**config.mk**
```make
export PLATFORM = sky130hd
export DESIGN_NAME = multi_channel_range_converter
export DESIGN_NICKNAME = d
export VERILOG_FILES = /design/src/rtl/multi_channel_range_converter_pkg.sv /design/src/rtl/multi_channel_range_converter_seq_divider.sv /design/src/rtl/multi_channel_range_converter.sv
export SDC_FILE = /design/constraint.sdc
export NUM_CORES = 1
export LEC_CHECK = 0
export CORE_MARGIN = 4
export CORE_UTILIZATION = 40
export CTS_CLUSTER_SIZE = 30
export DETAILED_ROUTE_END_ITERATION = 7
export PLACE_DENSITY = 0.69
export SLEW_MARGIN = 30
export SYNTH_ARGS = -nofsm -noshare
export SYNTH_HDL_FRONTEND = slang
export SYNTH_HIERARCHICAL = 1
export SYNTH_SLANG_ARGS = --single-unit
```
**constraint.sdc**
```tcl
create_clock -name i_Clk -period 10.9 [get_ports i_Clk]
set_input_delay 1.09 -clock i_Clk [delete_from_list [all_inputs] [get_ports i_Clk]]
set_output_delay 1.09 -clock i_Clk [all_outputs]
set_load 0.01 [all_outputs]
```
**src/rtl/multi_channel_range_converter_pkg.sv**
```systemverilog
// Shared state encoding and elaboration-time helpers for the multi-channel
// range converter and its sequential divider.
package multi_channel_range_converter_pkg;

  typedef enum logic [2:0] {
    S_IDLE,
    S_LOAD,
    S_DIVIDE,
    S_STORE,
    S_DONE
  } state_e;

  // Width needed to index n items; never narrower than one bit.
  function automatic int f_clog2(input int n);
    int r;
    r = 0;
    while ((1 << r) < n) begin
      r++;
    end
    return (r < 1) ? 1 : r;
  endfunction

  function automatic int f_num_width(input int inWidth, input int outWidth);
    return inWidth + outWidth + 1;
  endfunction

  function automatic int f_span(input int lo, input int hi);
    return hi - lo;
  endfunction

endpackage

```
**src/rtl/multi_channel_range_converter_seq_divider.sv**
```systemverilog
// Restoring divider, one quotient bit per cycle MSB first; o_Done is high
// during the final iteration, so quotient/remainder are valid the cycle after.
module seq_divider
  import multi_channel_range_converter_pkg::*;
#(
  parameter int g_Width = 13
) (
  input  logic               i_Clk,
  input  logic               i_Rst,
  input  logic               i_Start,
  input  logic [g_Width-1:0] i_Dividend,
  input  logic [g_Width-1:0] i_Divisor,
  output logic               o_Busy,
  output logic               o_Done,
  output logic [g_Width-1:0] o_Quotient,
  output logic [g_Width-1:0] o_Remainder
);

  localparam int c_Cnt_Width = f_clog2(g_Width + 1);

  logic                   busy_q, busy_d;
  logic [c_Cnt_Width-1:0] cnt_q, cnt_d;
  logic [g_Width-1:0]     rem_q, rem_d;
  logic [g_Width-1:0]     quo_q, quo_d;
  logic [g_Width-1:0]     div_q, div_d;
  logic [g_Width:0]       trial;

  // The quotient register doubles as the shift source for the dividend bits.
  always_comb begin
    busy_d = busy_q;
    cnt_d  = cnt_q;
    rem_d  = rem_q;
    quo_d  = quo_q;
    div_d  = div_q;
    trial  = {rem_q, quo_q[g_Width-1]};
    if (i_Start) begin
      busy_d = 1'b1;
      cnt_d  = c_Cnt_Width'(g_Width);
      rem_d  = '0;
      quo_d  = i_Dividend;
      div_d  = i_Divisor;
    end else if (busy_q) begin
      if (trial >= {1'b0, div_q}) begin
        rem_d = g_Width'(trial - {1'b0, div_q});
        quo_d = {quo_q[g_Width-2:0], 1'b1};
      end else begin
        rem_d = trial[g_Width-1:0];
        quo_d = {quo_q[g_Width-2:0], 1'b0};
      end
      cnt_d = cnt_q - c_Cnt_Width'(1);
      if (cnt_q == c_Cnt_Width'(1)) begin
        busy_d = 1'b0;
      end
    end
  end

  always_ff @(posedge i_Clk) begin
    if (i_Rst) begin
      busy_q <= 1'b0;
      cnt_q  <= '0;
      rem_q  <= '0;
      quo_q  <= '0;
      div_q  <= '0;
    end else begin
      busy_q <= busy_d;
      cnt_q  <= cnt_d;
      rem_q  <= rem_d;
      quo_q  <= quo_d;
      div_q  <= div_d;
    end
  end

  assign o_Busy      = busy_q;
  assign o_Done      = busy_q && (cnt_q == c_Cnt_Width'(1));
  assign o_Quotient  = quo_q;
  assign o_Remainder = rem_q;

endmodule

```
**src/rtl/multi_channel_range_converter.sv**
```systemverilog
// Rescales g_Channels packed unsigned samples from the old range to the new
// range, one channel at a time through a shared sequential divider.
module multi_channel_range_converter
  import multi_channel_range_converter_pkg::*;
#(
  parameter int g_Channels  = 4,
  parameter int g_In_Width  = 8,
  parameter int g_Out_Width = 4,
  parameter int g_Old_Min   = 10,
  parameter int g_Old_Max   = 100,
  parameter int g_New_Min   = 0,
  parameter int g_New_Max   = 15,
  parameter int g_Round     = 0
) (
  input  logic                              i_Clk,
  input  logic                              i_Rst,
  input  logic                              i_Valid,
  output logic                              o_Ready,
  input  logic [g_Channels*g_In_Width-1:0]  i_Old_Values,
  output logic [g_Channels*g_Out_Width-1:0] o_New_Values,
  output logic                              o_Valid
);

  localparam int c_Num_Width = f_num_width(g_In_Width, g_Out_Width);
  localparam int c_D         = f_span(g_Old_Min, g_Old_Max);
  localparam int c_R         = f_span(g_New_Min, g_New_Max);
  localparam int c_Idx_Width = f_clog2(g_Channels);

  localparam logic [g_In_Width-1:0]  c_Old_Min   = g_In_Width'(g_Old_Min);
  localparam logic [g_In_Width-1:0]  c_Old_Max   = g_In_Width'(g_Old_Max);
  localparam logic [c_Num_Width-1:0] c_D_N       = c_Num_Width'(c_D);
  localparam logic [c_Num_Width-1:0] c_R_N       = c_Num_Width'(c_R);
  localparam logic [c_Num_Width-1:0] c_Half_N    = (g_Round != 0) ? c_Num_Width'(c_D / 2) : '0;
  localparam logic [c_Num_Width-1:0] c_New_Min_N = c_Num_Width'(g_New_Min);
  localparam logic [c_Idx_Width-1:0] c_Last_Idx  = c_Idx_Width'(g_Channels - 1);

  state_e                            state_q, state_d;
  logic [c_Idx_Width-1:0]            idx_q, idx_d;
  logic [g_Channels*g_In_Width-1:0]  samples_q, samples_d;
  logic [g_Channels*g_Out_Width-1:0] staging_q, staging_d;
  logic [g_Channels*g_Out_Width-1:0] result_q, result_d;
  logic                              valid_q, valid_d;

  logic [g_In_Width-1:0]  sample;
  logic [g_In_Width-1:0]  clamped;
  logic [g_In_Width-1:0]  offset;
  logic [c_Num_Width-1:0] numerator;
  logic [g_Out_Width-1:0] storeValue;
  logic                   divStart;
  logic                   divBusy;
  logic                   divDone;
  logic [c_Num_Width-1:0] divQuotient;
  logic [c_Num_Width-1:0] divRemainder;
  logic                   unusedDiv;

  // Numerator for the channel selected by idx_q; the product always fits
  // because D*R + D/2 stays below 2^(In+Out).
  always_comb begin
    sample = samples_q[int'(idx_q)*g_In_Width +: g_In_Width];
    if (sample <= c_Old_Min) begin
      clamped = c_Old_Min;
    end else if (sample >= c_Old_Max) begin
      clamped = c_Old_Max;
    end else begin
      clamped = sample;
    end
    offset    = clamped - c_Old_Min;
    numerator = c_Num_Width'(offset) * c_R_N + c_Half_N;
  end

  assign divStart   = (state_q == S_LOAD);
  assign storeValue = g_Out_Width'(divQuotient + c_New_Min_N);
  assign unusedDiv  = ^{divBusy, divRemainder};

  seq_divider #(
    .g_Width(c_Num_Width)
  ) u_divider (
    .i_Clk      (i_Clk),
    .i_Rst      (i_Rst),
    .i_Start    (divStart),
    .i_Dividend (numerator),
    .i_Divisor  (c_D_N),
    .o_Busy     (divBusy),
    .o_Done     (divDone),
    .o_Quotient (divQuotient),
    .o_Remainder(divRemainder)
  );

  always_comb begin
    state_d   = state_q;
    idx_d     = idx_q;
    samples_d = samples_q;
    staging_d = staging_q;
    result_d  = result_q;
    valid_d   = 1'b0;
    case (state_q)
      S_IDLE: begin
        if (i_Valid) begin
          samples_d = i_Old_Values;
          idx_d     = '0;
          state_d   = S_LOAD;
        end
      end
      S_LOAD:   state_d = S_DIVIDE;
      S_DIVIDE: begin
        if (divDone) begin
          state_d = S_STORE;
        end
      end
      S_STORE: begin
        staging_d[int'(idx_q)*g_Out_Width +: g_Out_Width] = storeValue;
        if (idx_q == c_Last_Idx) begin
          state_d = S_DONE;
        end else begin
          idx_d   = idx_q + c_Idx_Width'(1);
          state_d = S_LOAD;
        end
      end
      S_DONE: begin
        result_d = staging_q;
        valid_d  = 1'b1;
        state_d  = S_IDLE;
      end
      default: state_d = S_IDLE;
    endcase
  end

  always_ff @(posedge i_Clk) begin
    if (i_Rst) begin
      state_q   <= S_IDLE;
      idx_q     <= '0;
      samples_q <= '0;
      staging_q <= '0;
      result_q  <= '0;
      valid_q   <= 1'b0;
    end else begin
      state_q   <= state_d;
      idx_q     <= idx_d;
      samples_q <= samples_d;
      staging_q <= staging_d;
      result_q  <= result_d;
      valid_q   <= valid_d;
    end
  end

  assign o_Ready      = (state_q == S_IDLE);
  assign o_Valid      = valid_q;
  assign o_New_Values = result_q;

endmodule

```
Yosys cells after proc, flatten, opt, wreduce, memory -nomap -nowiden
Index checks and enable logic that the tools add are counted.

storage, ports and cells
  register bits = 102
  input port bits = 35
  output and inout bits = 18
  logic and storage cells = 62

operators by class
  $add $sub $neg = 5
  multipliers = 1
  order comparisons = 3
  equality and inequality tests = 9
  shifts and indexed selects = 3
  muxes and demuxes = 20
  reductions and logical operators = 8

operators by type and width
  kind                                                                number
  negation 4 -> 33 bit                                                1
  variable shift 4 x 33 -> 16 bit (first input constant)              1
  variable part select 4 x 33 -> 16 bit                               1
  variable part select 32 x 6 -> 8 bit                                1
  two-way mux 12 bit                                                  2
  bitwise mux 16 bit                                                  1
  two-way mux 8 bit                                                   2
  greater-or-equal comparator 14 x 7 -> 1 bit                         1
  two-way mux 13 bit                                                  1
  subtractor 13 x 7 -> 13 bit                                         1
  multiplier 8 x 4 -> 12 bit (second input constant)                  1
  case mux 3 bit (4 select lines)                                     1
  two-way mux 3 bit                                                   3
  greater-or-equal comparator 8 x 7 -> 1 bit (second input constant)  1
  less-or-equal comparator 8 x 4 -> 1 bit (second input constant)     1
  two-way mux 4 bit                                                   2
  subtractor 8 x 4 -> 8 bit (second input constant)                   1
  == test 3 x 2 -> 1 bit (second input constant)                      2
  inequality test 2 bit (second input constant)                       3
  two-way mux 1 bit                                                   5
  == test 4 x 1 -> 1 bit (second input constant)                      1
  two-way mux 2 bit                                                   2
  case mux 2 bit (2 select lines)                                     1
  AND reduction 2 bit                                                 2
  10 further kinds                                                    11

Logic depth before layout (Yosys ltp)
Gate-level depths: netlist (run 1).

  depth in word-level cells = 7
  mapped depth = 23
  mapped depth without buffers = 22

Hierarchy
The synthesis (run 1) kept the hierarchy.

by module, submodules not included
  module                         instances  cells each  area each (um2)  sequential area each (um2)
  multi_channel_range_converter  1          464         3823.7           1401.3
  seq_divider                    1          310         2501.1           880.8

Worst setup path before layout (run 1)
No wires, ideal clock.

  path type = register to register
  from = reg idx_q[1]
  to = reg u_divider.quo_q[11] (netlist: u_divider/o_Quotient[11])
  setup time = 128 ps
  data arrival time = 4961 ps
  required time = 10772 ps
  setup slack = 5812 ps
  cell stages (with the launch flop) = 23
  buffers on the path = 1
  clock period less this slack = 5088 ps
  cell sequence = dfxtp_1 -> buf_6 -> mux4_2 -> nor4_4 -> o21ai_0 -> a21boi_0 -> ha_1 -> inv_1 -> a21oi_1 -> or3b_1 -> a21o_1 -> inv_2 -> xnor2_1 -> ha_1 -> inv_1 -> fa_1 -> inv_1 -> ha_1 -> or3_1 -> o2111a_1 -> a211o_1 -> a21oi_1 -> nor2_1

on the way
  longest elaborated chain between the ends = 7
  elaborated cells between the ends (all ways) = 8
  those cells by class = add/sub (1); mul (1); order compare (2); shift (1); mux (3)

RTL lines
  what                                        line                                             text
  start, declared                             multi_channel_range_converter.sv:38              logic [c_Idx_Width-1:0] idx_q, idx_d;
  start signal, assigned                      multi_channel_range_converter.sv:138             idx_q <= idx_d;
  variable part select 32 x 6 -> 8 bit (*)    multi_channel_range_converter.sv:59              sample = samples_q[int'(idx_q)*g_In_Width +: g_In_Width];
  greater-or-equal comparator 8 x 7 -> 1 bit  multi_channel_range_converter.sv:62              end else if (sample >= c_Old_Max) begin
  two-way mux 8 bit                           multi_channel_range_converter.sv:62
  two-way mux 8 bit (*)                       multi_channel_range_converter.sv:60              if (sample <= c_Old_Min) begin
  subtractor 8 x 4 -> 8 bit (*)               multi_channel_range_converter.sv:67              offset = clamped - c_Old_Min;
  multiplier 8 x 4 -> 12 bit (*)              multi_channel_range_converter.sv:68              numerator = c_Num_Width'(offset) * c_R_N + c_Half_N;
  via numerator[11]                           multi_channel_range_converter.sv:47              logic [c_Num_Width-1:0] numerator;
  two-way mux 12 bit (*)                      multi_channel_range_converter_seq_divider.sv:36  if (i_Start) begin
  end signal, assigned                        multi_channel_range_converter_seq_divider.sv:68  quo_q <= quo_d;
  end, declared                               multi_channel_range_converter_seq_divider.sv:24  logic [g_Width-1:0] quo_q, quo_d;

The timed path passes the listed nets; every way through them passes the cells marked *.
A chain may end at the register's enable or synchronous reset.

Worst setup path after layout (run 1)
Ends and elaborated chain as after synthesis.

==> flow_summary.yaml, run 1 <==
cts:
  cts-buffers-inserted: 17
  clock_path_buffers: 2
  ctsHoldBuffers: 0
  clkSinkCount: 114
  cts_root_buf: "clkbuf_16"
  worstSkewPairLatency_ns: 0.41
  h-tree-depth: 4
  cts_tree: "done"
  clkTransAtPathRegs_ns: 0.05
  cts_resized: 0
  postCtsSetupRepairBufs: 0
timing:
  drv_slew: 0
  setup_viol: 0
  hold_violations: 0
  fmaxAchievable_mhz: 176.7
  rsz0062_at_grt: "false"
  tightestPinTransition_ns: 0.9378
  slew_headroom_pct: 37.25
  period_share_pct: 51.91
  min_period_ns: 5.658
  fin_tns_setup_ns: 0
  finalClockSkew_ns: 0.006469
synth:
  yosys-top-cells-count: "nand2_1 (148), dfxtp_1 (114), a21oi_1 (91)"
  synthCells: 774
  ys_seq_area_share_pct: 36.08
  synth_edf_count: 0
  synth_area_sq_um: 6325
  synth_warnings: 6
  async_reset_ff_share_pct: 0
  synth_top_area_share_pct: 36.08
  yosys.area.top_type: "dfxtp_1"
  synth_most_common_cell: "nand2_1"
  synth.distinct_cells: 68
  ys_seq_elements: 114
  syn_area_per_cell_sq_um: 8.172
  synth_area_leaders: "dfxtp_1 (36%), nand2_1 (8.8%), ha_1 (7.9%), a21oi_1 (7.2%), nor2_1 (4.6%)"
  ys.flop_type: "dfxtp_1"
power:
  switchingPower_mw: 0.5648
  powerDensity_nw_per_um2: 222.4
  p_comb_share_pct: 36.3
  sw_frac_of_total_pct: 33.11
  leakagePower_nw: 3.068
  seq_power_share_pct: 28.0
  p_total_mw: 1.706
  clkPwrFrac_pct: 35.8
  ir_drop_v: 0.0001430
  internal_power_mw: 1.141
route:
  post_drt_wl_per_cell_um: 12.65
  vias: 5219
  drtPass1Iterations: 4
  drc_errors: 0
  postRouteAntennaNets: 0
  avgViaCountPerCell: 4.999
  routed_wl_um: 13210
  drt_iter0_markers: 266
placement:
  hpwl_um: 9207
  place_congestion: 0.7962
  portBuffers: 52
  dpl.cell_count: 1012
floorplan:
  start_util_pct: 41.15
  die_area_sq_um: 17890
  num_rows: 45
  die_h_um: 133.7
  core_region_area_sq_um: 15370
  ioPinCount: 53
  fp.dieW_um: 133.7
setup_path:
  r2r_cells: 21
  required_ns: 11.17
  end_kind: "register"
  cp_max_fo: 13
  crit_arrival_ns: 5.92
  critPathLaunchType: "register"
  crit_type: "register to register"
global_route:
  antenna_found_initial: 0
  grt_max_degree: 91
  grt-ovfl-total: 0
  grt_pass1_vias: 5069
  grt_pass1_wl_um: 22940
  grt_usage_pct: 15.52
layout:
  nFillCells: 1491
  nNetsFinal: 905
  multi_input_area_sq_um: 3744
  ff_latch_area_sq_um: 2282
  area_growth_pct: 21.29
  antennaDiodeCount: 0
  layout-drive-gt1-share_pct: 7.443
  fin_cells: 1044
outcome:
  status: "complete, no violations"
hold_path:
  holdPathStages: 2
  min_path_type: "register to register"
run:
  drv_cap: 0
power groups by stage:
| stage | combinational (mW) | clock, mW | sequential, mW |
|---|---|---|---|
| floorplan | 0.506 | 0 | 0.474 |
| global placement | 0.596 | 0 | 0.485 |
| detailed placement | 0.610 | 0 | 0.486 |
| CTS | 0.623 | 0.620 | 0.477 |
| global route | 0.710 | 0.642 | 0.482 |
| finish | 0.619 | 0.610 | 0.477 |
layout by cell type (no fill, tap or decap), types with 3 or more instances in the layout:
cell,synthesis,routed
clkinv_2,0,4
xnor2_1,15,15
nor3b_1,4,3
clkbuf_16,0,17
fa_1,10,10
a31oi_1,13,13
a22oi_1,6,6
clkbuf_8,0,3
nor3_1,9,9
ha_1,40,40
and2_1,6,5
o211ai_1,5,5
buf_4,1,4
a21oi_1,91,91
a21o_1,7,7
nand4_1,6,6
dfxtp_1,114,114
bufinv_16,0,5
a211o_1,3,3
nand3_1,19,19
nor2_1,77,77
o21ai_0,20,20
xor2_1,8,8
nor2b_1,3,3
clkdlybuf4s50_1,0,51
mux4_2,8,8
mux2i_1,27,27
inv_1,48,48
conb_1,2,14
nand2_1,148,147
cells by family after synthesis:
family / Yosys count / share of synthesized area [%]
simple gates: 288 / 19.72
compound gates: 171 / 16.68
flops: 114 / 36.08
buf+inv: 90 / 5.579
fa+ha+maj: 50 / 11.08
mux: 35 / 7.122
xor+xnor: 24 / 3.620
other cells: 2 / 0.1187
per-stage QoR:
stage               area, sq um  util, %  hold WS [ns]  worst slack (ns)
floorplan                  6370        -        0.4321             5.812
global placement           7014    45.63        0.4405             5.352
detailed placement         7015    45.64        0.4441             5.215
CTS                        7669    49.89        0.4491             5.202
global route               7671    49.91        0.4638             4.727
finish                     7671    49.91        0.4453             5.242
area by class of cell:
class,count,area share [%]
repair buffers,55,7.046
inverters,50,2.447
clock inverters,10,2.332
multi-input cells,582,48.80
clock buffers,22,6.182
well taps,211,3.442
flip-flops and latches,114,29.75
path summary, 6_finish.rpt:
| path | slack [ns] | end | start |
|---|---|---|---|
| min | 0.45 | o_New_Values[0] | staging_q[0] |
| max | 5.24 | u_divider/o_Quotient[11] | idx_q[1] |
| min reg2reg | 0.45 | o_New_Values[0] | staging_q[0] |
| max reg2reg | 5.24 | u_divider/o_Quotient[11] | idx_q[1] |
layer usage:
layer | track usage [%] | part of all wire [%] | vias up | wire (um)
met5 | 0 | 0 | - | 0
met4 | 5.600 | 1.4 | 0 | 183
met3 | 4.305 | 4.1 | 18 | 538
met2 | 25.13 | 47 | 85 | 6173
met1 | 19.83 | 48 | 2412 | 6314
li1 | - | - | 2704 | -
state kept, by name, indices dropped and copies added (netlist names), 3 cells and up:
signal                 count
u_divider/o_Quotient      13
u_divider/div_q           13
u_divider/cnt_q            4
u_divider/o_Remainder     13
samples_q                 32
state_q                    3
o_New_Values              16
staging_q                 16
critical path: stages, from the launching register on:
cell and delay [ns]:
dfxtp_1 0.70, mux4_2 0.67, or3_1 0.39, a31oi_1 0.22, a21boi_0 0.21, ha_1 0.33, inv_1 0.08, a21oi_1 0.05
or3b_1 0.34, a21o_1 0.26, inv_2 0.11, xnor2_1 0.08, ha_1 0.28, inv_1 0.05, fa_1 0.50, inv_1 0.04
ha_1 0.20, or3_1 0.32, o2111a_1 0.24, a211o_1 0.23, a21oi_1 0.14, nor2_1 0.05
(Power assumes the default switching activity.)
==> inputs of run 2 (changes only) <==
--- a/config.mk
+++ b/config.mk
@@ -9,7 +9,7 @@
 export CORE_UTILIZATION = 40
 export CTS_CLUSTER_SIZE = 30
 export DETAILED_ROUTE_END_ITERATION = 7
-export PLACE_DENSITY = 0.69
+export PLACE_DENSITY = 0.71
 export SLEW_MARGIN = 30
 export SYNTH_ARGS = -nofsm -noshare
 export SYNTH_HDL_FRONTEND = slang
==> constraint.sdc (replaced) <==
create_clock -name i_Clk -period 4.7 [get_ports i_Clk]
set_input_delay 0.47 -clock i_Clk [delete_from_list [all_inputs] [get_ports i_Clk]]
set_output_delay 0.47 -clock i_Clk [all_outputs]
set_load 0.01 [all_outputs]
==> run 2 against run 1 <==
  * Sequential power grew 130%
  * Critical path depth shrank 2
  * Clock-buffer cell count is the same
  * Global-route usage grew 0.28 points
  * Worst hold slack gained 0.0015 ns
  * Combinational power grew to 2.9 times the previous value
  * Core utilization grew 1.9 points
  * Worst setup slack lost 5.2 ns
  * Die area is the same
  * Fmax grew 21%
  * Via count grew 0.96%
  * Non-clock buffer count grew 26
  * Critical endpoint unchanged
==> flow_summary.yaml, run 2 (same netlist as run 1, synthesis figures left out) <==
outcome:
  status: "complete, no violations"
timing:
  rsz0062_at_grt: "true"
  fin_tns_setup_ns: 0
  slew_headroom_pct: 53.26
  hold_violations: 0
  drv_slew: 0
  tightestPinTransition_ns: 0.6913
  finalClockSkew_ns: 0.007781
  period_share_pct: 99.80
  fmaxAchievable_mhz: 213.2
  setup_viol: 0
  min_period_ns: 4.690
floorplan:
  die_h_um: 133.7
  die_area_sq_um: 17890
  fp.dieW_um: 133.7
  num_rows: 45
  ioPinCount: 53
  core_region_area_sq_um: 15370
  start_util_pct: 41.15
route:
  drc_errors: 0
  vias: 5269
  post_drt_wl_per_cell_um: 12.94
  avgViaCountPerCell: 4.929
  postRouteAntennaNets: 0
  routed_wl_um: 13840
  drtPass1Iterations: 4
  drt_iter0_markers: 254
cts:
  clkTransAtPathRegs_ns: 0.05
  cts_root_buf: "clkbuf_16"
  worstSkewPairLatency_ns: 0.42
  cts-buffers-inserted: 17
  clock_path_buffers: 2
  cts_tree: "done"
  h-tree-depth: 4
  clkSinkCount: 114
setup_path:
  cpMaxStageDelayCell: "mux4_2"
  crit_arrival_ns: 4.97
  end_kind: "register"
  cp_max_fo: 6
  cp_num_buf_inv: 3
  crit_chain: "mux4_2 -> or3_4 -> a31oi_4 -> a21boi_4 -> ha_4 -> inv_1 -> a21oi_1 -> or3b_1 -> a21o_1 -> buf_6 -> fa_1 -> inv_1 -> ha_1 -> ha_2 -> or3_4 -> o2111a_1 -> a211o_1 -> a21oi_1 -> nor2_1"
  required_ns: 4.98
  crit_type: "register to register"
  critPathLaunchType: "register"
  max_stage_delay_ns: 0.53
  cp_top_family: "simple AND/OR/NAND/NOR gates"
layout:
  layout_commonest_cell: "nand2_1"
  layout-drive-gt1-share_pct: 12.59
  nNetsFinal: 931
  nFillCells: 1415
  antennaDiodeCount: 0
  final_cell_mix: "nand2_1 (147), dfxtp_1 (113), a21oi_1 (88)"
  largest_register_ffs: 32
  stdcell_area_sq_um: 7966
  area_growth_pct: 25.95
  max_flop_register: "samples_q"
hold_path:
  min_path_type: "register to register"
placement:
  portBuffers: 52
  placed_area_sq_um: 7243
  place_congestion: 0.8019
  hpwl_um: 9496
global_route:
  grt_max_degree: 58
  grt_usage_pct: 15.80
  grt_pass1_vias: 5008
  grt_pass1_wl_um: 23230
  grt-ovfl-total: 0
  antenna_found_initial: 0
power:
  powerDensity_nw_per_um2: 529.1
  p_total_mw: 4.215
  ir_drop_v: 0.0003332
  leakagePower_nw: 3.198
run:
  drv_cap: 0
[run 2: changes by cell type in the layout (fill, tap and decap cells not counted), moves of 2 or more]
cell / before / now
buf_4: 4 / 29
ha_1: 40 / 36
a21oi_1: 91 / 88
ha_4: 0 / 3
o21ai_0: 20 / 17
a21oi_2: 2 / 4
bufinv_16: 5 / 3
clkinvlp_4: 0 / 2
nor2_1: 77 / 75
nor2_2: 0 / 2
or3_1: 2 / 0
or3_4: 0 / 2
[run 2: where the power goes]
group / switching [mW] / internal [mW]
clock: 0.442 / 0.884
combinational: 0.953 / 0.834
sequential: 0.0564 / 1.05
[run 2: path summary, 6_finish.rpt]
kind | startpoint | end | slack (ns) | cells after the start
worst max-delay path | idx_q[1] | u_divider/o_Quotient[11] | 0.01 | 19
worst min-delay path | staging_q[2] | o_New_Values[2] | 0.45 | 2
worst max register to register | idx_q[1] | u_divider/o_Quotient[11] | 0.01 | 19
worst min register to register | staging_q[2] | o_New_Values[2] | 0.45 | 2
[run 2: layout make-up]
type                       count  area (sq um)  area share (%)
timing repair buffer          81         739.5           9.282
multi-input combinational    582          3876           48.66
sequential                   114          2286           28.69
tap                          211         264.0           3.314
inverter                      50         187.7           2.356
clock buffer                  22         484.2           6.078
clock inverter                 9         128.9           1.618
[run 2: worst min-delay path: cells and delay by family (launching register included)]
kind	cells	cell delay [ns]
DFF	1	0.30
and+or+nand+nor	1	0.05
AOI/OAI and AO/OA	1	0.05
[run 2: metrics by stage]
| step | hold WS [ns] | std cells | setup slack, ns | utilization, % |
|---|---|---|---|---|
| final | 0.4468 | 1069 | 0.009585 | 51.83 |
| after global routing | 0.4702 | 1069 | -0.1920 | 51.83 |
| after CTS | 0.4520 | 1066 | 0.006319 | 51.18 |
| after detailed placement | 0.4448 | 1035 | -0.05446 | 47.12 |
| after global placement | 0.4398 | 1035 | 0.04027 | 47.10 |
| after floorplan | 0.4321 | 786 | -0.1322 | - |
[run 2: routing by layer]
metal,global-route usage [%],up-vias,wire length [um]
li1,-,2760,-
met1,19.78,2426,6580
met2,25.83,75,6638
met3,4.418,8,404
met4,6.114,0,213
met5,0,-,0
[run 2: timing repair]
action,4_1_cts,5_1_grt
setup endpoints to repair,3,4
resized for setup,3,15
pin swaps,0,5
setup buffers,0,3
hold buffers,0,0
gates cloned,0,0
